`src/rtl/l1_write_buffer_pkg.sv`:
```
// l1_write_buffer_pkg
//   Shared definitions for the L1 line write buffer: default bus widths,
//   downstream (memory-side) state encoding and the per-entry status record.
package l1_write_buffer_pkg;

  localparam int unsigned ADDR_W_DEF = 28;
  localparam int unsigned LINE_W_DEF = 128;

  // Memory-side transaction state.
  typedef enum logic [1:0] {
    DS_IDLE = 2'd0,
    DS_WR   = 2'd1,
    DS_RD   = 2'd2
  } ds_state_e;

  // Status half of an entry. Address and line data are kept in separately
  // sized arrays so that ADDR_W/LINE_W remain overridable per instance.
  typedef struct packed {
    logic valid;
    logic inflight;
  } wb_entry_t;

endpackage

```
`src/rtl/l1_write_buffer_if.sv`:
```
// l1_write_buffer_if
//   Line-granular request/ready bus. The master issues read/write with
//   addr/wdata and holds the request until a one-cycle ready pulse; the slave
//   returns rdata alongside ready for reads.
//   master: drives read, write, addr, wdata; receives rdata, ready
//   slave : receives read, write, addr, wdata; drives rdata, ready
interface l1_write_buffer_if
  import l1_write_buffer_pkg::*;
#(
  parameter int unsigned ADDR_W = ADDR_W_DEF,
  parameter int unsigned LINE_W = LINE_W_DEF
);

  logic              read;
  logic              write;
  logic [ADDR_W-1:0] addr;
  logic [LINE_W-1:0] wdata;
  logic [LINE_W-1:0] rdata;
  logic              ready;

  modport master (output read, write, addr, wdata, input rdata, ready);
  modport slave  (input read, write, addr, wdata, output rdata, ready);

endinterface

```
`src/rtl/l1_write_buffer_wb_entry_array.sv`:
```
// wb_entry_array
//   FIFO-ordered entry storage for the write buffer.
//   clk, rst_n        : clock, asynchronous active-low reset (clears entries)
//   push/push_*       : append a new line at the tail
//   coal_en/coal_data : overwrite the data of the non-inflight matching entry
//   mark_inflight     : flag the head entry as being written to memory
//   pop               : retire the head entry
//   lk_addr           : lookup address for the parallel compare
//   hit_any/hit_data  : any valid match, data of the newest match
//   nim_hit/nim_ptr   : a valid non-inflight match and its slot
//   head_ptr/addr/data: head slot and its contents
//   count, full       : occupancy
module wb_entry_array
  import l1_write_buffer_pkg::*;
#(
  parameter int unsigned DEPTH  = 4,
  parameter int unsigned ADDR_W = ADDR_W_DEF,
  parameter int unsigned LINE_W = LINE_W_DEF,
  localparam int unsigned PTR_W = $clog2(DEPTH),
  localparam int unsigned CNT_W = $clog2(DEPTH + 1)
) (
  input  logic              clk,
  input  logic              rst_n,
  input  logic              push,
  input  logic [ADDR_W-1:0] push_addr,
  input  logic [LINE_W-1:0] push_data,
  input  logic              coal_en,
  input  logic [LINE_W-1:0] coal_data,
  input  logic              mark_inflight,
  input  logic              pop,
  input  logic [ADDR_W-1:0] lk_addr,
  output logic              hit_any,
  output logic [LINE_W-1:0] hit_data,
  output logic              nim_hit,
  output logic [PTR_W-1:0]  nim_ptr,
  output logic [PTR_W-1:0]  head_ptr,
  output logic [ADDR_W-1:0] head_addr,
  output logic [LINE_W-1:0] head_data,
  output logic [CNT_W-1:0]  count,
  output logic              full
);

  wb_entry_t         ent_q  [DEPTH];
  logic [ADDR_W-1:0] addr_q [DEPTH];
  logic [LINE_W-1:0] data_q [DEPTH];
  logic [PTR_W-1:0]  head_q;
  logic [PTR_W-1:0]  tail_q;
  logic [CNT_W-1:0]  count_q;

  // Walk from head toward tail so the last match seen is the newest one.
  // At most one valid entry is non-inflight per address, because writes to
  // such an address always coalesce.
  always_comb begin
    logic [PTR_W-1:0] idx;
    idx      = '0;
    hit_any  = 1'b0;
    hit_data = '0;
    nim_hit  = 1'b0;
    nim_ptr  = '0;
    for (int unsigned i = 0; i < DEPTH; i++) begin
      idx = head_q + PTR_W'(i);
      if (ent_q[idx].valid && addr_q[idx] == lk_addr) begin
        hit_any  = 1'b1;
        hit_data = data_q[idx];
        if (!ent_q[idx].inflight) begin
          nim_hit = 1'b1;
          nim_ptr = idx;
        end
      end
    end
  end

  always_ff @(posedge clk or negedge rst_n) begin
    if (!rst_n) begin
      head_q  <= '0;
      tail_q  <= '0;
      count_q <= '0;
      for (int unsigned i = 0; i < DEPTH; i++) begin
        ent_q[i] <= '0;
      end
    end else begin
      if (push) begin
        ent_q[tail_q] <= '{valid: 1'b1, inflight: 1'b0};
        tail_q        <= tail_q + PTR_W'(1);
      end
      if (mark_inflight) begin
        ent_q[head_q].inflight <= 1'b1;
      end
      if (pop) begin
        ent_q[head_q] <= '0;
        head_q        <= head_q + PTR_W'(1);
      end
      count_q <= count_q + CNT_W'(push) - CNT_W'(pop);
    end
  end

  // Payload storage needs no reset: it is only observed through valid flags.
  always_ff @(posedge clk) begin
    if (push) begin
      addr_q[tail_q] <= push_addr;
      data_q[tail_q] <= push_data;
    end
    if (coal_en) begin
      data_q[nim_ptr] <= coal_data;
    end
  end

  assign head_ptr  = head_q;
  assign head_addr = addr_q[head_q];
  assign head_data = data_q[head_q];
  assign count     = count_q;
  assign full      = (count_q == CNT_W'(DEPTH));

endmodule

```
`src/rtl/l1_write_buffer.sv`:
```
// l1_write_buffer
//   Line write buffer between the L1 data cache memory port and external
//   memory. Absorbs writebacks, coalesces same-address writes, serves refill
//   reads from buffered lines, and forwards read misses ahead of draining.
//   clk          : clock
//   proc_reset_n : asynchronous active-low reset; discards buffered lines
//   cache        : slave side of the cache request bus
//   mem          : master side of the external memory bus
//   wb_empty     : no buffered lines and nothing outstanding downstream
module l1_write_buffer
  import l1_write_buffer_pkg::*;
#(
  parameter int unsigned DEPTH  = 4,
  parameter int unsigned ADDR_W = ADDR_W_DEF,
  parameter int unsigned LINE_W = LINE_W_DEF
) (
  input  logic               clk,
  input  logic               proc_reset_n,
  l1_write_buffer_if.slave   cache,
  l1_write_buffer_if.master  mem,
  output logic               wb_empty
);

  localparam int unsigned PTR_W = $clog2(DEPTH);
  localparam int unsigned CNT_W = $clog2(DEPTH + 1);

  ds_state_e         state_q, state_d;
  logic              miss_pend_q, miss_pend_d;
  logic [ADDR_W-1:0] miss_addr_q, miss_addr_d;
  logic              cache_ready_q, cache_ready_d;
  logic [LINE_W-1:0] cache_rdata_q, cache_rdata_d;
  logic              mem_read_q, mem_read_d;
  logic              mem_write_q, mem_write_d;
  logic [ADDR_W-1:0] mem_addr_q, mem_addr_d;
  logic [LINE_W-1:0] mem_wdata_q, mem_wdata_d;
  logic              wb_empty_q, wb_empty_d;

  logic              push, coal, mark, pop;
  logic              hit_any, nim_hit, full;
  logic [LINE_W-1:0] hit_data, head_data;
  logic [ADDR_W-1:0] head_addr;
  logic [PTR_W-1:0]  nim_ptr, head_ptr;
  logic [CNT_W-1:0]  count, count_nx;
  logic              cache_idle;

  wb_entry_array #(
    .DEPTH (DEPTH),
    .ADDR_W(ADDR_W),
    .LINE_W(LINE_W)
  ) u_entries (
    .clk          (clk),
    .rst_n        (proc_reset_n),
    .push         (push),
    .push_addr    (cache.addr),
    .push_data    (cache.wdata),
    .coal_en      (coal),
    .coal_data    (cache.wdata),
    .mark_inflight(mark),
    .pop          (pop),
    .lk_addr      (cache.addr),
    .hit_any      (hit_any),
    .hit_data     (hit_data),
    .nim_hit      (nim_hit),
    .nim_ptr      (nim_ptr),
    .head_ptr     (head_ptr),
    .head_addr    (head_addr),
    .head_data    (head_data),
    .count        (count),
    .full         (full)
  );

  // The cache holds its request until ready, so skip the ready cycle and any
  // cycle in which its read miss is still being serviced.
  assign cache_idle = !cache_ready_q && !miss_pend_q && (state_q != DS_RD);

  always_comb begin
    state_d       = state_q;
    miss_pend_d   = miss_pend_q;
    miss_addr_d   = miss_addr_q;
    cache_ready_d = 1'b0;
    cache_rdata_d = cache_rdata_q;
    mem_read_d    = mem_read_q;
    mem_write_d   = mem_write_q;
    mem_addr_d    = mem_addr_q;
    mem_wdata_d   = mem_wdata_q;
    push          = 1'b0;
    coal          = 1'b0;
    mark          = 1'b0;
    pop           = 1'b0;

    // Cache side; a simultaneous read+write is handled as a write.
    if (cache_idle && cache.write) begin
      if (nim_hit) begin
        coal          = 1'b1;
        cache_ready_d = 1'b1;
      end else if (!full) begin
        push          = 1'b1;
        cache_ready_d = 1'b1;
      end
    end else if (cache_idle && cache.read) begin
      if (hit_any) begin
        cache_ready_d = 1'b1;
        cache_rdata_d = hit_data;
      end else begin
        miss_pend_d = 1'b1;
        miss_addr_d = cache.addr;
      end
    end

    // Memory side.
    case (state_q)
      DS_IDLE: begin
        if (miss_pend_q) begin
          state_d     = DS_RD;
          mem_read_d  = 1'b1;
          mem_addr_d  = miss_addr_q;
          miss_pend_d = 1'b0;
        end else if (count != '0) begin
          state_d     = DS_WR;
          mem_write_d = 1'b1;
          mem_addr_d  = head_addr;
          mark        = 1'b1;
          // A coalesce into the head on this same edge must reach memory,
          // otherwise the stale line would be written and the new one lost.
          mem_wdata_d = (coal && nim_ptr == head_ptr) ? cache.wdata : head_data;
        end
      end
      DS_WR: begin
        if (mem.ready) begin
          state_d     = DS_IDLE;
          mem_write_d = 1'b0;
          pop         = 1'b1;
        end
      end
      DS_RD: begin
        if (mem.ready) begin
          state_d       = DS_IDLE;
          mem_read_d    = 1'b0;
          cache_ready_d = 1'b1;
          cache_rdata_d = mem.rdata;
        end
      end
      default: state_d = DS_IDLE;
    endcase

    count_nx   = count + CNT_W'(push) - CNT_W'(pop);
    wb_empty_d = (count_nx == '0) && (state_d == DS_IDLE) && !miss_pend_d;
  end

  always_ff @(posedge clk or negedge proc_reset_n) begin
    if (!proc_reset_n) begin
      state_q       <= DS_IDLE;
      miss_pend_q   <= 1'b0;
      miss_addr_q   <= '0;
      cache_ready_q <= 1'b0;
      cache_rdata_q <= '0;
      mem_read_q    <= 1'b0;
      mem_write_q   <= 1'b0;
      mem_addr_q    <= '0;
      mem_wdata_q   <= '0;
      wb_empty_q    <= 1'b1;
    end else begin
      state_q       <= state_d;
      miss_pend_q   <= miss_pend_d;
      miss_addr_q   <= miss_addr_d;
      cache_ready_q <= cache_ready_d;
      cache_rdata_q <= cache_rdata_d;
      mem_read_q    <= mem_read_d;
      mem_write_q   <= mem_write_d;
      mem_addr_q    <= mem_addr_d;
      mem_wdata_q   <= mem_wdata_d;
      wb_empty_q    <= wb_empty_d;
    end
  end

  assign cache.ready = cache_ready_q;
  assign cache.rdata = cache_rdata_q;
  assign mem.read    = mem_read_q;
  assign mem.write   = mem_write_q;
  assign mem.addr    = mem_addr_q;
  assign mem.wdata   = mem_wdata_q;
  assign wb_empty    = wb_empty_q;

endmodule

```
`src/flat_wrapper.sv`:
```
// flat-port wrapper written by rule: the top's interface ports become plain ports
module l1_write_buffer_flat import l1_write_buffer_pkg::*;
#(
  parameter int unsigned DEPTH  = 4,
  parameter int unsigned ADDR_W = ADDR_W_DEF,
  parameter int unsigned LINE_W = LINE_W_DEF
)
  (clk, proc_reset_n, wb_empty, cache_read, cache_write, cache_addr, cache_wdata, cache_rdata, cache_ready, mem_read, mem_write, mem_addr, mem_wdata, mem_rdata, mem_ready);
  l1_write_buffer_if #(.ADDR_W(ADDR_W), .LINE_W(LINE_W)) cache_i ();
  l1_write_buffer_if #(.ADDR_W(ADDR_W), .LINE_W(LINE_W)) mem_i ();
  input  logic clk;
  input  logic proc_reset_n;
  output logic wb_empty;
  input wire logic [$bits(cache_i.read)-1:0] cache_read;
  input wire logic [$bits(cache_i.write)-1:0] cache_write;
  input wire logic [$bits(cache_i.addr)-1:0] cache_addr;
  input wire logic [$bits(cache_i.wdata)-1:0] cache_wdata;
  output wire logic [$bits(cache_i.rdata)-1:0] cache_rdata;
  output wire logic [$bits(cache_i.ready)-1:0] cache_ready;
  output wire logic [$bits(mem_i.read)-1:0] mem_read;
  output wire logic [$bits(mem_i.write)-1:0] mem_write;
  output wire logic [$bits(mem_i.addr)-1:0] mem_addr;
  output wire logic [$bits(mem_i.wdata)-1:0] mem_wdata;
  input wire logic [$bits(mem_i.rdata)-1:0] mem_rdata;
  input wire logic [$bits(mem_i.ready)-1:0] mem_ready;
  assign cache_i.read = cache_read;
  assign cache_i.write = cache_write;
  assign cache_i.addr = cache_addr;
  assign cache_i.wdata = cache_wdata;
  assign cache_rdata = cache_i.rdata;
  assign cache_ready = cache_i.ready;
  assign mem_read = mem_i.read;
  assign mem_write = mem_i.write;
  assign mem_addr = mem_i.addr;
  assign mem_wdata = mem_i.wdata;
  assign mem_i.rdata = mem_rdata;
  assign mem_i.ready = mem_ready;
  l1_write_buffer #(.DEPTH(DEPTH), .ADDR_W(ADDR_W), .LINE_W(LINE_W)) u_core (.clk(clk), .proc_reset_n(proc_reset_n), .cache(cache_i), .mem(mem_i), .wb_empty(wb_empty));
endmodule
```
`config.mk`:
```
export PLATFORM = sky130hd
export DESIGN_NAME = l1_write_buffer_flat
export DESIGN_NICKNAME = d
export VERILOG_FILES = /design/src/rtl/l1_write_buffer_pkg.sv /design/src/rtl/l1_write_buffer_if.sv /design/src/rtl/l1_write_buffer_wb_entry_array.sv /design/src/rtl/l1_write_buffer.sv /design/src/flat_wrapper.sv
export SDC_FILE = /design/constraint.sdc
export NUM_CORES = 2
export LEC_CHECK = 0
export CAP_MARGIN = 20
export CORE_MARGIN = 2
export CORE_UTILIZATION = 60
export DETAILED_ROUTE_END_ITERATION = 16
export MAX_ROUTING_LAYER = met4
export PLACE_DENSITY = 0.88
export SLEW_MARGIN = 10
export SYNTH_ARGS = -nofsm -noshare
export SYNTH_HDL_FRONTEND = slang
export SYNTH_SLANG_ARGS = --single-unit
export TNS_END_PERCENT = 1
```
`constraint.sdc`:
```
create_clock -name clk -period 39.3 [get_ports clk]
set_clock_uncertainty 0.2 [all_clocks]
set_input_delay 7.86 -clock clk [delete_from_list [all_inputs] [get_ports clk]]
set_output_delay 7.86 -clock clk [all_outputs]
set_load 0.02 [all_outputs]
```
==> key figures <==
Timing
  • # setup viols final: 0
  • FMAX: 70.4 MHz
  • Least-Margin Pin Slew: 1.19 ns
  • Slew Limit Fails: 0
  • Unrepaired setup endpoints after global routing: false
  • Worst rel slew slack: 0.207
  • Final Hold Vio Count: 0
  • Tcrit/Tclk final: 0.361
  • Final min period: 14.20 ns
  • Setup TNS: 0 ns

Yosys
  • Asr flop ratio synth: 0.349
  • Synthesized instance count: 4,029
  • Number of synthesized register bits: 958
  • Yosys warning count: 0
  • Post-synth top flop: edfxtp_1
  • Post-synth top area cell: edfxtp_1
  • Top cells by area in the synthesized netlist: edfxtp_1 (34%), mux4_2 (23%), dfrtp_1 (15%)
  • Post-synth net total: 4,333
  • Library cells used by synthesis: 78
  • Synthesized area: 55,800 um^2
  • Mapped Avg Cell Area: 13.8 um^2
  • Top cell type's share of synthesized area: 0.336
  • Seq/Total Area, Yosys: 0.486
  • Number of synthesized flops with an enable pin: 624

Outcome
  • Status: finished clean

Place
  • Hpwl dp: 112,000 um
  • Routability cong.: 1.02
  • I/O Buffers: 576

GRT
  • Total Routing Usage GR: 0.393
  • Grt ovf: 0
  • First-pass GRT wire length: 272,000 um
  • Vias in the first global route: 42,700
  • Pin count of the biggest net entering global routing: 155
  • Initial antenna violation count: 22

Critical path
  • CP Launch Point: cache_addr[5]
  • Worst Path Arrival: 14.32 ns
  • Highest-delay cell along the critical path: buf_4
  • Reg2reg start: u_core.u_entries.head_ptr[1]
  • CP Cell Sequence: clkdlybuf4s50_1 > inv_1 > a221oi_1 > nor2_1 > or4b_2 > nor3_1 > and2_4 > a22oi_1 > a31oi_1 > o21ai_0 > o21ba_4 > buf_4 > buf_4
  • Cell mode on critical path: buf_4
  • Critical Path RT: 39.42 ns
  • CP Class: in -> reg
  • CP max stage delay: 0.89 ns
  • Worst Reg-to-Reg Cells: 16
  • Critical path startpoint category: primary input
  • Worst Path Max Fanout: 56
  • Crit. End Element: register
  • Register-to-Register Setup Slack: 28.92 ns

Floorplanning
  • IO Pins: 577
  • Starting density of the core: 0.607
  • Die width: 309 um
  • Core Footprint: 91,900 um^2
  • Die Y: 309 um
  • Core Rows: 111
  • DIE AREA: 95,400 um^2

Detailed routing
  • Wirelength, routed: 183,000 um
  • DR WL/cell: 31.9 um
  • Drt drc: 0
  • Detailed router's first-iteration violation count: 6,777
  • Post-route ant nets: 0
  • Vias: 43,300
  • DR pass1 iterations: 8
  • Vias/cell: 7.56

Flow run
  • Max Cap Viol: 0

Clock network
  • Clock Tree Buf Depth: 3
  • TritonCTS Buffers: 103
  • Setup Buffers After CTS: 0
  • CTS resizes: 0
  • CTS clk-pin slew, worst paths: 0.06 ns
  • Post-cts hold buffer count: 0
  • CTS H-tree lvls: 3
  • Worst-skew pair later-pin latency: 0.71 ns
  • Clock root buffer master: clkbuf_16
  • CTS sink count: 958
  • CTS tree: done

Pwr
  • Power Total: 5.72 mW
  • Peak VDD IR: 0.0000738 V
  • PwrDens: 86.9 nW/um^2
  • LEAKAGE: 22.6 nW

Final layout
  • Area Overhead vs Synth: 18.1%
  • Layout cells sized above 1: 0.230
  • Nets: 4,673
  • Most frequent cells in the layout: edfxtp_1 (624), mux4_2 (581), clkdlybuf4s50_1 (575)
  • Commonest non-fill, non-tap cell in the layout: edfxtp_1

Min path
  • WHS Path Cells: 2
  • Min-delay worst type: reg -> reg
  • Worst hold start: u_core.mem.addr[20]
## per-stage QoR
step / instance area [um^2] / setup slack, ns / util / std cells / hold WS, ns
floorplan: 55800 / 18.50 / - / 4029 / 0.280
global placement: 62000 / 24.57 / 0.675 / 5502 / 0.260
detailed placement: 62000 / 24.46 / 0.675 / 5502 / 0.269
CTS: 65700 / 25.19 / 0.714 / 5698 / 0.282
global route: 65900 / 24.92 / 0.716 / 5722 / 0.297
finish: 65900 / 25.10 / 0.716 / 5726 / 0.273
## state kept, by name (all words and copies together), names as in the netlist, 3 cells and up
name,cells
u_core.cache.rdata,128
u_core.u_entries.data_q,512
u_core.mem.wdata,128
u_core.u_entries.addr_q,112
u_core.miss_addr_q,28
u_core.mem.addr,28
u_core.u_entries.count,3
u_core.u_entries.ent_q,8
## worst max-delay path, delay by kind of cell
family | cells | cell delay, ns
AO/OA/AOI/OAI | 5 | 1.85
AND/OR/NAND/NOR | 4 | 1.86
buffers and inverters | 4 | 2.65
## where the power goes
group | internal, mW | total (mW) | switching [mW] | leakage, nW
logic | 1.43 | 3.08 | 1.65 | 11.1
clock network | 0.612 | 1.04 | 0.432 | 1.76
registers | 1.38 | 1.60 | 0.222 | 9.72
## cell usage after synthesis (46+ instances only)
cell type,instances
mux4_2,581
o21ai_0,121
nand2_1,363
mux2_2,48
o211ai_1,169
dfrtp_1,333
edfxtp_1,624
o211ai_2,120
a221oi_1,104
nand3_1,48
xnor2_1,76
mux2i_1,129
clkbuf_1,295
buf_2,46
nor2_1,160
and3_1,72
a21oi_1,162
nor3_1,110
## final cells by class
class                   instances  area (um^2)
multi-input cells            2632        27000
clock buffers                 131         2750
repair buffers                650         6460
well taps                    1243         1560
diodes                         23         57.6
flip-flops and latches        958        27100
inverters                      24         90.1
clock inverters                65          876
fillers                      5711        26100
## cell families (layout without fill, tap and decap cells)
logic type	after synthesis	after routing	synth area share
xor gates and xnor gates	90	90	0.0143
adders and majority gates	15	15	0.00350
DFF	958	958	0.486
other	0	23	0
muxes	758	758	0.267
AOI/OAI and AO/OA	905	905	0.124
buffers and inverters	439	870	0.0339
and+or+nand+nor	864	864	0.0710
## layer usage
layer,up-vias,part of all wire,global-route usage
met3,725,0.13,0.0989
li1,17200,-,-
met4,0,0.057,0.201
met5,-,0,-
met2,3714,0.47,0.591
met1,21600,0.34,0.499
## worst paths after layout
| check | to |
|---|---|
| worst max-delay path | u_core.u_entries.data_q[0][119] |
| worst min-delay path | u_core.mem.addr[20] |
| worst max register to register | u_core.u_entries.data_q[0][119] |
| worst min register to register | u_core.mem.addr[20] |
| max in group asynchronous | u_core.cache.rdata[72] |
| min in group asynchronous | u_core.cache.rdata[95] |
(Power assumes the default switching activity.)
